### src/rtl/mdu_ctrl_pkg.sv
// Shared types, constants and sign helpers for the multiply/divide sequencer.
// Build option: MDU_FAST_MUL_EN selects the single-cycle multiplier in mdu_ctrl.
package mdu_ctrl_pkg;

  localparam int ITER = 32;
  localparam int CNT_W = 6;
  localparam logic [CNT_W-1:0] CNT_LAST = 6'(ITER - 1);

  typedef enum logic [1:0] {
    OP_MULT  = 2'b00,
    OP_MULTU = 2'b01,
    OP_DIV   = 2'b10,
    OP_DIVU  = 2'b11
  } mdu_op_e;

  typedef enum logic [1:0] {
    ST_IDLE = 2'd0,
    ST_CALC = 2'd1,
    ST_DONE = 2'd2
  } mdu_state_e;

  // Magnitude of an operand; only signed ops with a negative value are negated.
  function automatic logic [31:0] mag32(input logic [31:0] v, input logic is_signed);
    return (is_signed && v[31]) ? (~v + 32'd1) : v;
  endfunction

  function automatic logic [31:0] neg32_if(input logic [31:0] v, input logic neg);
    return neg ? (~v + 32'd1) : v;
  endfunction

  function automatic logic [63:0] neg64_if(input logic [63:0] v, input logic neg);
    return neg ? (~v + 64'd1) : v;
  endfunction

endpackage

### src/rtl/mdu_ctrl_if.sv
// EXE/WB-facing handshake bundle of the multiply/divide sequencer.
interface mdu_ctrl_if;
  logic        op_valid;
  logic [1:0]  op_type;
  logic [31:0] src_a;
  logic [31:0] src_b;
  logic        cancel;
  logic        busy;
  logic        res_valid;
  logic        res_ready;
  logic [31:0] res_hi;
  logic [31:0] res_lo;

  modport master (
    output op_valid, op_type, src_a, src_b, cancel, res_ready,
    input  busy, res_valid, res_hi, res_lo
  );

  modport slave (
    input  op_valid, op_type, src_a, src_b, cancel, res_ready,
    output busy, res_valid, res_hi, res_lo
  );
endinterface

### src/rtl/mdu_ctrl_div_radix2.sv
// Restoring divider datapath, one quotient bit per step on unsigned magnitudes.
// The *_nxt outputs are the values after the current step, so the caller can capture the final result on the last step.
module div_radix2 (
  input  logic        clk,
  input  logic        resetn,
  input  logic        start_i,
  input  logic        step_i,
  input  logic [31:0] dividend_i,
  input  logic [31:0] divisor_i,
  output logic [31:0] quo_nxt_o,
  output logic [31:0] rem_nxt_o
);

  logic [31:0] rem_q, rem_d;
  logic [31:0] quo_q, quo_d;
  logic [31:0] dvs_q, dvs_d;
  logic [32:0] shifted_s;
  logic [32:0] diff_s;

  assign shifted_s = {rem_q, quo_q[31]};
  assign diff_s    = shifted_s - {1'b0, dvs_q};

  always_comb begin
    if (!diff_s[32]) begin
      rem_nxt_o = diff_s[31:0];
      quo_nxt_o = {quo_q[30:0], 1'b1};
    end else begin
      rem_nxt_o = shifted_s[31:0];
      quo_nxt_o = {quo_q[30:0], 1'b0};
    end
  end

  always_comb begin
    rem_d = rem_q;
    quo_d = quo_q;
    dvs_d = dvs_q;
    if (start_i) begin
      rem_d = 32'd0;
      quo_d = dividend_i;
      dvs_d = divisor_i;
    end else if (step_i) begin
      rem_d = rem_nxt_o;
      quo_d = quo_nxt_o;
    end else begin
      rem_d = rem_q;
    end
  end

  always_ff @(posedge clk) begin
    if (!resetn) begin
      rem_q <= 32'd0;
      quo_q <= 32'd0;
      dvs_q <= 32'd0;
    end else begin
      rem_q <= rem_d;
      quo_q <= quo_d;
      dvs_q <= dvs_d;
    end
  end

endmodule

### src/rtl/mdu_ctrl.sv
// Multiply/divide sequencer: FSM, iteration counter, shift-add multiplier, sign fix-up and output registers.
// Build option: MDU_FAST_MUL_EN makes MULT/MULTU complete in one cycle; division always iterates.
module mdu_ctrl
  import mdu_ctrl_pkg::*;
(
  input  logic       clk,
  input  logic       resetn,
  mdu_ctrl_if.slave  bus
);

  mdu_state_e       state_q, state_d;
  logic [CNT_W-1:0] cnt_q, cnt_d;
  logic             is_div_q, is_div_d;
  logic             neg_res_q, neg_res_d;
  logic             neg_rem_q, neg_rem_d;
  logic             bzero_q, bzero_d;
  logic [31:0]      a_q, a_d;
  logic [31:0]      ma_q, ma_d;
  logic [63:0]      prod_q, prod_d;
  logic             busy_q, busy_d;
  logic             res_valid_q, res_valid_d;
  logic [31:0]      res_hi_q, res_hi_d;
  logic [31:0]      res_lo_q, res_lo_d;

  logic        accept_s;
  logic        op_signed_s;
  logic        op_is_div_s;
  logic [31:0] mag_a_s;
  logic [31:0] mag_b_s;
  logic        div_step_s;
  logic [31:0] quo_nxt_s;
  logic [31:0] rem_nxt_s;
  logic [32:0] mul_add_s;
  logic [63:0] mul_nxt_s;
  logic [63:0] mul_res_s;
  logic [31:0] div_hi_s;
  logic [31:0] div_lo_s;
`ifdef MDU_FAST_MUL_EN
  logic [63:0] fast_prod_s;
`endif

  assign accept_s    = (state_q == ST_IDLE) && bus.op_valid && !bus.cancel;
  assign op_signed_s = ~bus.op_type[0];
  assign op_is_div_s = bus.op_type[1];
  assign mag_a_s     = mag32(bus.src_a, op_signed_s);
  assign mag_b_s     = mag32(bus.src_b, op_signed_s);
  assign div_step_s  = (state_q == ST_CALC) && is_div_q && !bus.cancel;

  div_radix2 u_div (
    .clk        (clk),
    .resetn     (resetn),
    .start_i    (accept_s && op_is_div_s),
    .step_i     (div_step_s),
    .dividend_i (mag_a_s),
    .divisor_i  (mag_b_s),
    .quo_nxt_o  (quo_nxt_s),
    .rem_nxt_o  (rem_nxt_s)
  );

  // Shift-add step: the multiplier sits in the low half and is consumed LSB first.
  assign mul_add_s = {1'b0, prod_q[63:32]} + (prod_q[0] ? {1'b0, ma_q} : 33'd0);
  assign mul_nxt_s = {mul_add_s, prod_q[31:1]};
  assign mul_res_s = neg64_if(mul_nxt_s, neg_res_q);

  // Divide by zero bypasses the sign fix-up so hi/lo match the architectural result exactly.
  assign div_lo_s = bzero_q ? 32'hFFFF_FFFF : neg32_if(quo_nxt_s, neg_res_q);
  assign div_hi_s = bzero_q ? a_q : neg32_if(rem_nxt_s, neg_rem_q);

`ifdef MDU_FAST_MUL_EN
  assign fast_prod_s = neg64_if({32'd0, mag_a_s} * {32'd0, mag_b_s},
                                op_signed_s && (bus.src_a[31] ^ bus.src_b[31]));
`endif

  always_comb begin
    state_d   = state_q;
    cnt_d     = cnt_q;
    is_div_d  = is_div_q;
    neg_res_d = neg_res_q;
    neg_rem_d = neg_rem_q;
    bzero_d   = bzero_q;
    a_d       = a_q;
    ma_d      = ma_q;
    prod_d    = prod_q;
    res_hi_d  = res_hi_q;
    res_lo_d  = res_lo_q;

    case (state_q)
      ST_IDLE: begin
        if (accept_s) begin
          cnt_d     = {CNT_W{1'b0}};
          is_div_d  = op_is_div_s;
          neg_res_d = op_signed_s && (bus.src_a[31] ^ bus.src_b[31]);
          neg_rem_d = op_signed_s && bus.src_a[31];
          bzero_d   = (bus.src_b == 32'd0);
          a_d       = bus.src_a;
          ma_d      = mag_a_s;
          prod_d    = {32'd0, mag_b_s};
`ifdef MDU_FAST_MUL_EN
          if (!op_is_div_s) begin
            state_d  = ST_DONE;
            res_hi_d = fast_prod_s[63:32];
            res_lo_d = fast_prod_s[31:0];
          end else begin
            state_d = ST_CALC;
          end
`else
          state_d = ST_CALC;
`endif
        end else begin
          state_d = ST_IDLE;
        end
      end
      ST_CALC: begin
        cnt_d = cnt_q + 6'd1;
        if (!is_div_q) begin
          prod_d = mul_nxt_s;
        end else begin
          prod_d = prod_q;
        end
        if (cnt_q == CNT_LAST) begin
          state_d = ST_DONE;
          if (is_div_q) begin
            res_hi_d = div_hi_s;
            res_lo_d = div_lo_s;
          end else begin
            res_hi_d = mul_res_s[63:32];
            res_lo_d = mul_res_s[31:0];
          end
        end else begin
          state_d = ST_CALC;
        end
      end
      ST_DONE: begin
        if (bus.res_ready) begin
          state_d = ST_IDLE;
          cnt_d   = {CNT_W{1'b0}};
        end else begin
          state_d = ST_DONE;
        end
      end
      default: begin
        state_d = ST_IDLE;
        cnt_d   = {CNT_W{1'b0}};
      end
    endcase

    // Cancel overrides everything and discards whatever was in flight.
    if (bus.cancel) begin
      state_d  = ST_IDLE;
      cnt_d    = {CNT_W{1'b0}};
      res_hi_d = 32'd0;
      res_lo_d = 32'd0;
    end else begin
      cnt_d = cnt_d;
    end

    busy_d      = (state_d != ST_IDLE);
    res_valid_d = (state_d == ST_DONE);
  end

  always_ff @(posedge clk) begin
    if (!resetn) begin
      state_q     <= ST_IDLE;
      cnt_q       <= {CNT_W{1'b0}};
      is_div_q    <= 1'b0;
      neg_res_q   <= 1'b0;
      neg_rem_q   <= 1'b0;
      bzero_q     <= 1'b0;
      a_q         <= 32'd0;
      ma_q        <= 32'd0;
      prod_q      <= 64'd0;
      busy_q      <= 1'b0;
      res_valid_q <= 1'b0;
      res_hi_q    <= 32'd0;
      res_lo_q    <= 32'd0;
    end else begin
      state_q     <= state_d;
      cnt_q       <= cnt_d;
      is_div_q    <= is_div_d;
      neg_res_q   <= neg_res_d;
      neg_rem_q   <= neg_rem_d;
      bzero_q     <= bzero_d;
      a_q         <= a_d;
      ma_q        <= ma_d;
      prod_q      <= prod_d;
      busy_q      <= busy_d;
      res_valid_q <= res_valid_d;
      res_hi_q    <= res_hi_d;
      res_lo_q    <= res_lo_d;
    end
  end

  assign bus.busy      = busy_q;
  assign bus.res_valid = res_valid_q;
  assign bus.res_hi    = res_hi_q;
  assign bus.res_lo    = res_lo_q;

endmodule
### src/flat_wrapper.sv
// flat-port wrapper written by rule: the top's interface ports become plain ports
module mdu_ctrl_flat import mdu_ctrl_pkg::*;
  (clk, resetn, bus_op_valid, bus_op_type, bus_src_a, bus_src_b, bus_cancel, bus_res_ready, bus_busy, bus_res_valid, bus_res_hi, bus_res_lo);
  mdu_ctrl_if bus_i ();
  input  logic clk;
  input  logic resetn;
  input wire logic [$bits(bus_i.op_valid)-1:0] bus_op_valid;
  input wire logic [$bits(bus_i.op_type)-1:0] bus_op_type;
  input wire logic [$bits(bus_i.src_a)-1:0] bus_src_a;
  input wire logic [$bits(bus_i.src_b)-1:0] bus_src_b;
  input wire logic [$bits(bus_i.cancel)-1:0] bus_cancel;
  input wire logic [$bits(bus_i.res_ready)-1:0] bus_res_ready;
  output wire logic [$bits(bus_i.busy)-1:0] bus_busy;
  output wire logic [$bits(bus_i.res_valid)-1:0] bus_res_valid;
  output wire logic [$bits(bus_i.res_hi)-1:0] bus_res_hi;
  output wire logic [$bits(bus_i.res_lo)-1:0] bus_res_lo;
  assign bus_i.op_valid = bus_op_valid;
  assign bus_i.op_type = bus_op_type;
  assign bus_i.src_a = bus_src_a;
  assign bus_i.src_b = bus_src_b;
  assign bus_i.cancel = bus_cancel;
  assign bus_i.res_ready = bus_res_ready;
  assign bus_busy = bus_i.busy;
  assign bus_res_valid = bus_i.res_valid;
  assign bus_res_hi = bus_i.res_hi;
  assign bus_res_lo = bus_i.res_lo;
  mdu_ctrl u_core (.clk(clk), .resetn(resetn), .bus(bus_i));
endmodule
### config.mk
export PLATFORM = sky130hd
export DESIGN_NAME = mdu_ctrl_flat
export DESIGN_NICKNAME = d
export VERILOG_FILES = /design/src/rtl/mdu_ctrl_pkg.sv /design/src/rtl/mdu_ctrl_if.sv /design/src/rtl/mdu_ctrl_div_radix2.sv /design/src/rtl/mdu_ctrl.sv /design/src/flat_wrapper.sv
export SDC_FILE = /design/constraint.sdc
export NUM_CORES = 1
export LEC_CHECK = 0
export CAP_MARGIN = 20
export CORE_MARGIN = 2
export CORE_UTILIZATION = 26
export DETAILED_ROUTE_END_ITERATION = 8
export SYNTH_ARGS = -nofsm -noshare
export SYNTH_HDL_FRONTEND = slang
export SYNTH_SLANG_ARGS = --single-unit
export TNS_END_PERCENT = 20
### constraint.sdc
create_clock -name clk -period 15.97 [get_ports clk]
set_clock_uncertainty 0.2 [all_clocks]
set_input_delay 1.597 -clock clk [delete_from_list [all_inputs] [get_ports clk]]
set_output_delay 1.597 -clock clk [all_outputs]
set_load 0.005 [all_outputs]
==> reports/qor.csv, run 1 <==
metric,value,unit
routed_wl,79.3,mm
crit_path_cell_trace,"inv_1, ha_1, inv_1, fa_1, a211oi_1, o211ai_1, nand4_1, a211oi_1, o211a_2, buf_4, inv_1, buf_4, a21oi_1, ha_1, inv_1, nor4b_1, and4_1, a41oi_1, o41ai_1, xnor2_1, o211ai_1, a32o_1",
gp_congestion,0.914,
setup_tns,0,ps
ys_ff_latch,301,
dieArea,83300,um2
post_cts_buffers,0,
cp.required,16220,ps
min_period_over_period,0.401,
path_clk_slew,60,ps
drc,0,
grt_pass1_vias,19000,
drt_first_pass_iters,5,
critPathKind,flip-flop to flip-flop,
hold_violations,0,
ys_seq_area_frac,0.286,
worstHoldPathCells,2,
synth_cell_types,91,
vias,20900,
start_kind,flip-flop,
layout.cells.most_common,nand2_1,
cts_buffer_depth,3,
htreeDepth,2,
drive_gt1_frac,0.0567,
worstPathArrival,6670,ps
numCtsBuffers,36,
cts-resized-gates,0,
power_density,86.9,nW/um2
crit_path_end_kind,flip-flop,
crit_fanout,51,
syn_nets,2889,
synth_edf_count,0,
netlist_area,21100,um2
cts_hold_buf,0,
fillers,8639,
slew_viol_final,0,
cp_slowest_cell,buf_4,
core-area,80400,um2
die_height,289,um
routedWlPerCell,20.6,um
cts_tree,built,
crit_path_frequent_cell,inv_1,
start_util,0.262,
max-slew-margin-rel,0.247,
r2r.worst_path.cells,22,
clkSinkCount,301,
ir_worst_vdd,0.0732,mV
whs,263,ps
grt_first_pass_wirelength,118,mm
portBuffers,136,
tightest_slew,1100,ps
worstHoldPathType,flip-flop to flip-flop,
root_buffer,clkbuf_16,
maxCapViolations,0,
io_pins,137,
place_ws,9700,ps
drt_iter0_markers,2044,
leakage,9.20,nW
drtAntennaViolNets,0,
die_width,289,um
nets,2903,
ys.flop_type,dfxtp_1,
grt_overflow_total,0,
clk_latency,580,ps
netlist_instances,2746,
syn2layout_area_growth,16.8,%
dpl.hpwl,60.1,mm
rows,104,
async_flop_share,0,
fin_crit,6410,ps
antenna_found_initial,6,
syn_area_per_cell,7.67,um2
grt_max_degree,101,
viasPerCell,5.43,
outcome,finished clean,
yosys_warnings,0,
fin_cells,3849,
final_cell_mix,"305 x nand2_1, 298 x dfxtp_1, 210 x a21oi_1",
placedCellCount,3781,
gr-usage-all-layers,0.184,
slowest_delay,520,ps
finalSetupViolations,0,
setup_ws,9560,ps
rsz0062_at_grt,false,
fmax,156,MHz
-- metal layers --
metal  track usage  share of wire  vias to the layer above
met5             0        0.00057                        -
met4        0.0675          0.037                        8
met3        0.0292          0.073                      132
met2         0.288           0.44                      758
met1         0.254           0.45                     9961
li1              -              -                    10100
-- critical path: cells and delay by family, from the launching register on --
family          cells  cell delay, ps
compound gates      9            2700
xor+xnor            1             170
fa+ha+maj           3             670
buf+inv             6            1130
flops               1             340
simple gates        3            1030
-- layout make-up --
cell class                 instances  area, um2  share of cell area
clock buffer                      43        987              0.0401
multi-input combinational       2189      14100               0.573
timing repair buffer             167       1590              0.0647
sequential                       301       6030               0.245
inverter                          65        244             0.00992
tap                             1060       1330              0.0539
clock inverter                    22        322              0.0131
antenna                            2       5.00            0.000203
-- power by group --
group / leakage (nW) / internal (mW) / switching, mW
clock network: 0.651 / 0.559 / 0.370
logic: 6.11 / 0.146 / 0.257
registers: 2.45 / 0.774 / 0.0310
total: 9.20 / 1.48 / 0.657
-- cells by family (layout without fill, tap and decap cells) --
kind of cell | after synthesis | in the layout | share of synthesized area
and+or+nand+nor | 975 | 975 | 0.232
buffers and inverters | 256 | 297 | 0.0465
other | 0 | 2 | 0
AOI/OAI and AO/OA | 912 | 912 | 0.293
adders and majority gates | 72 | 72 | 0.0435
DFF | 301 | 301 | 0.286
xor gates and xnor gates | 196 | 196 | 0.0815
muxes | 34 | 34 | 0.0169
-- Yosys cell counts (25+ instances only) --
cell / n / area share
o31ai_1: 44 / 0.016
ha_1: 70 / 0.042
dfxtp_1: 301 / 0.29
a22oi_1: 60 / 0.021
a21oi_1: 210 / 0.050
nor3_1: 54 / 0.013
nand3_1: 38 / 0.0090
nand2_1: 305 / 0.054
o211ai_1: 38 / 0.014
o21ai_0: 190 / 0.045
a31oi_1: 25 / 0.0074
clkbuf_1: 163 / 0.029
and2_1: 84 / 0.025
inv_1: 64 / 0.011
nor2_1: 203 / 0.036
xnor2_1: 119 / 0.049
nor4_1: 34 / 0.010
a21boi_0: 43 / 0.015
xor2_1: 77 / 0.032
nor2b_1: 76 / 0.023
o211a_1: 63 / 0.030
a211oi_1: 73 / 0.026
mux2i_1: 31 / 0.015
or3_1: 33 / 0.0098
-- final timing paths --
check / from / slack, ps / endpoint
max: u_core.u_div.quo_q[31] / 9560 / u_core.bus.res_hi[24]
min: u_core.a_q[14] / 260 / u_core.a_q[14]
max reg2reg: u_core.u_div.quo_q[31] / 9560 / u_core.bus.res_hi[24]
min reg2reg: u_core.a_q[14] / 260 / u_core.a_q[14]
-- state kept, by name (all words and copies together), names as in the netlist --
name,cells
u_core.bus.res_valid,1
u_core.u_div.quo_q,32
u_core.bus.res_lo,32
u_core.ma_q,32
u_core.bus.busy,1
u_core.cnt_q,6
u_core.prod_q,64
u_core.state_q,2
u_core.neg_res_q,1
u_core.is_div_q,1
u_core.u_div.rem_q,32
u_core.bzero_q,1
u_core.a_q,31
u_core.bus.res_hi,32
u_core.neg_rem_q,1
u_core.u_div.dvs_q,32
-- metrics by stage --
step	area (um2)	power (mW)	utilization
2_1_floorplan	21100	1.08	-
3_3_place_gp	23300	1.22	0.289
3_5_place_dp	23300	1.22	0.290
4_1_cts	24600	2.14	0.306
5_1_grt	24600	2.22	0.306
6_report	24600	2.14	0.306
(Power assumes the default switching activity.)
==> run 2: changes to the inputs <==
clock period = 5.47 ns   (was 15.97 ns; I/O delays follow)
==> run 2 against run 1 <==
  * Hold slack lost 7.1 ps
  * Utilization rose by 0.27 points
  * Via count rose by 0.57%
  * First-iteration DRC count is 9.8% lower
  * Flip-flop and latch count did not move
  * Worst setup slack got worse by 9300 ps
  * Critical endpoint is now u_core.bus.res_hi[31]
  * Highest routed layer unchanged
==> reports/qor.csv, run 2 (synthesized netlist as in run 1, its figures left out) <==
metric,value,unit
outcome,finished clean,
start_kind,flip-flop,
min_period_over_period,0.944,
viasPerCell,5.43,
grt_first_pass_wirelength,118,mm
final_cell_mix,"305 x nand2_1, 298 x dfxtp_1, 210 x a21oi_1",
dpl-instance-area,23500,um2
drt_iter0_markers,1843,
dpl.hpwl,60.7,mm
largest-register,u_core.prod_q,
layout.cells.most_common,nand2_1,
grt_pass1_vias,19200,
fin_crit,5170,ps
syn2layout_area_growth,17.8,%
clk_latency,580,ps
cp_slowest_cell,or4b_1,
antenna_found_initial,11,
crit_path_end_kind,flip-flop,
gr-usage-all-layers,0.184,
cts_buffer_depth,3,
critPathKind,flip-flop to flip-flop,
slowest_delay,670,ps
power_density,251,nW/um2
die_width,289,um
worstHoldPathType,flip-flop to flip-flop,
drc,0,
grt_max_degree,81,
finalSetupViolations,0,
cts_tree,built,
slew_viol_final,0,
place_ws,356,ps
crit_path_cell_trace,"and2_1, ha_1, fa_1, a21o_1, a21o_1, a2111oi_1, o311ai_0, or3_4, or4b_1, or4_1, nor2_1, nand4b_1, mux2i_1, o21ai_0",
dieArea,83300,um2
tightest_slew,1090,ps
grt_overflow_total,0,
final_cell_area,24800,um2
fin_util,0.309,
fmax,194,MHz
gp_congestion,0.961,
cts_hold_buf,0,
drtAntennaViolNets,0,
maxCapViolations,0,
worstPathArrival,5410,ps
leakage,9.33,nW
core-area,80400,um2
portBuffers,136,
fillers,8604,
cp.required,5710,ps
root_buffer,clkbuf_16,
seq_area,6030,um2
drive_gt1_frac,0.0651,
nets,2929,
routedWlPerCell,20.5,um
vias,21000,
crit_buf_inv,0,
drt_first_pass_iters,6,
start_util,0.262,
crit_fanout,8,
max-slew-margin-rel,0.267,
clkSinkCount,301,
ir_worst_vdd,0.170,mV
path_clk_slew,60,ps
crit_path_frequent_cell,a21o_1,
numCtsBuffers,37,
htreeDepth,2,
critPathTopFamily,simple AND/OR/NAND/NOR gates,
rsz0062_at_grt,false,
multi_input_comb_area,14100,um2
hold_violations,0,
largest_reg_flops,64,
rows,104,
io_pins,137,
setup_tns,0,ps
die_height,289,um
routed_wl,79.5,mm
setup_ws,305,ps
n_antenna_cell,0,
==> run 2: changes by cell type in the layout (fill, tap and decap cells not counted), moves of 2 or more <==
cell        delta
clkinvlp_4     +2
clkinv_2       -5
diode_2        -2
clkbuf_16      +2
clkbuf_1       +3
bufinv_16      -2
buf_4         +24
==> run 2: where the power goes <==
part / switching (mW) / total, mW / leakage, nW / internal, mW
registers: 0.0863 / 2.35 / 2.45 / 2.26
logic: 0.769 / 1.22 / 6.24 / 0.449
clock network: 1.06 / 2.67 / 0.638 / 1.61
==> run 2: worst paths after layout <==
path | from | end | slack (ps) | cells after the start
setup / recovery | u_core.prod_q[0] | u_core.bus.res_hi[31] | 300 | 14
hold reg to reg | u_core.bus.res_lo[0] | u_core.bus.res_lo[0] | 260 | 2
hold / removal | u_core.bus.res_lo[0] | u_core.bus.res_lo[0] | 260 | 2
setup reg to reg | u_core.prod_q[0] | u_core.bus.res_hi[31] | 300 | 14
==> run 2: through the flow <==
stage | cells | power [mW] | hold WS [ps]
global route | 3873 | 6.47 | 274
floorplan | 2746 | 3.15 | 239
CTS | 3872 | 6.26 | 259
finish | 3873 | 6.24 | 255
detailed placement | 3806 | 3.58 | 248
global placement | 3806 | 3.58 | 240
==> run 2: what timing repair did <==
item | in CTS | in global routing
setup endpoints to repair | 0 | 11
gates resized for setup | 0 | 4
buffers inserted | 0 | 0
==> run 2: cell type report <==
| class | instances | area share |
|---|---|---|
| flip-flops and latches | 301 | 0.243 |
| multi-input cells | 2189 | 0.569 |
| clock buffers | 49 | 0.0428 |
| clock inverters | 17 | 0.0102 |
| repair buffers | 192 | 0.0722 |
| inverters | 65 | 0.00983 |
| well taps | 1060 | 0.0534 |
==> run 2: layer usage <==
metal  vias to the layer above  track usage  part of all wire
li1                      10100            -                 -
met1                     10000        0.246              0.43
met2                       729        0.288              0.44
met3                       145       0.0360             0.080
met4                         6       0.0794             0.044
met5                         -            0           0.00043
==> run 2: worst register-to-register path, stage by stage (launching register included) <==
cell,delay [ps]
dfxtp_1,340
and2_1,170
ha_1,220
fa_1,460
a21o_1,240
a21o_1,190
a2111oi_1,600
o311ai_0,300
or3_4,450
or4b_1,670
or4_1,500
nor2_1,260
nand4b_1,170
mux2i_1,180
o21ai_0,110
==> run 3: changes to the inputs <==
ABC_CLOCK_PERIOD_IN_PS = 5470   (was unset)
==> results of run 3 <==
No change in the layout: final DEF, timing and power equal those of run 2.
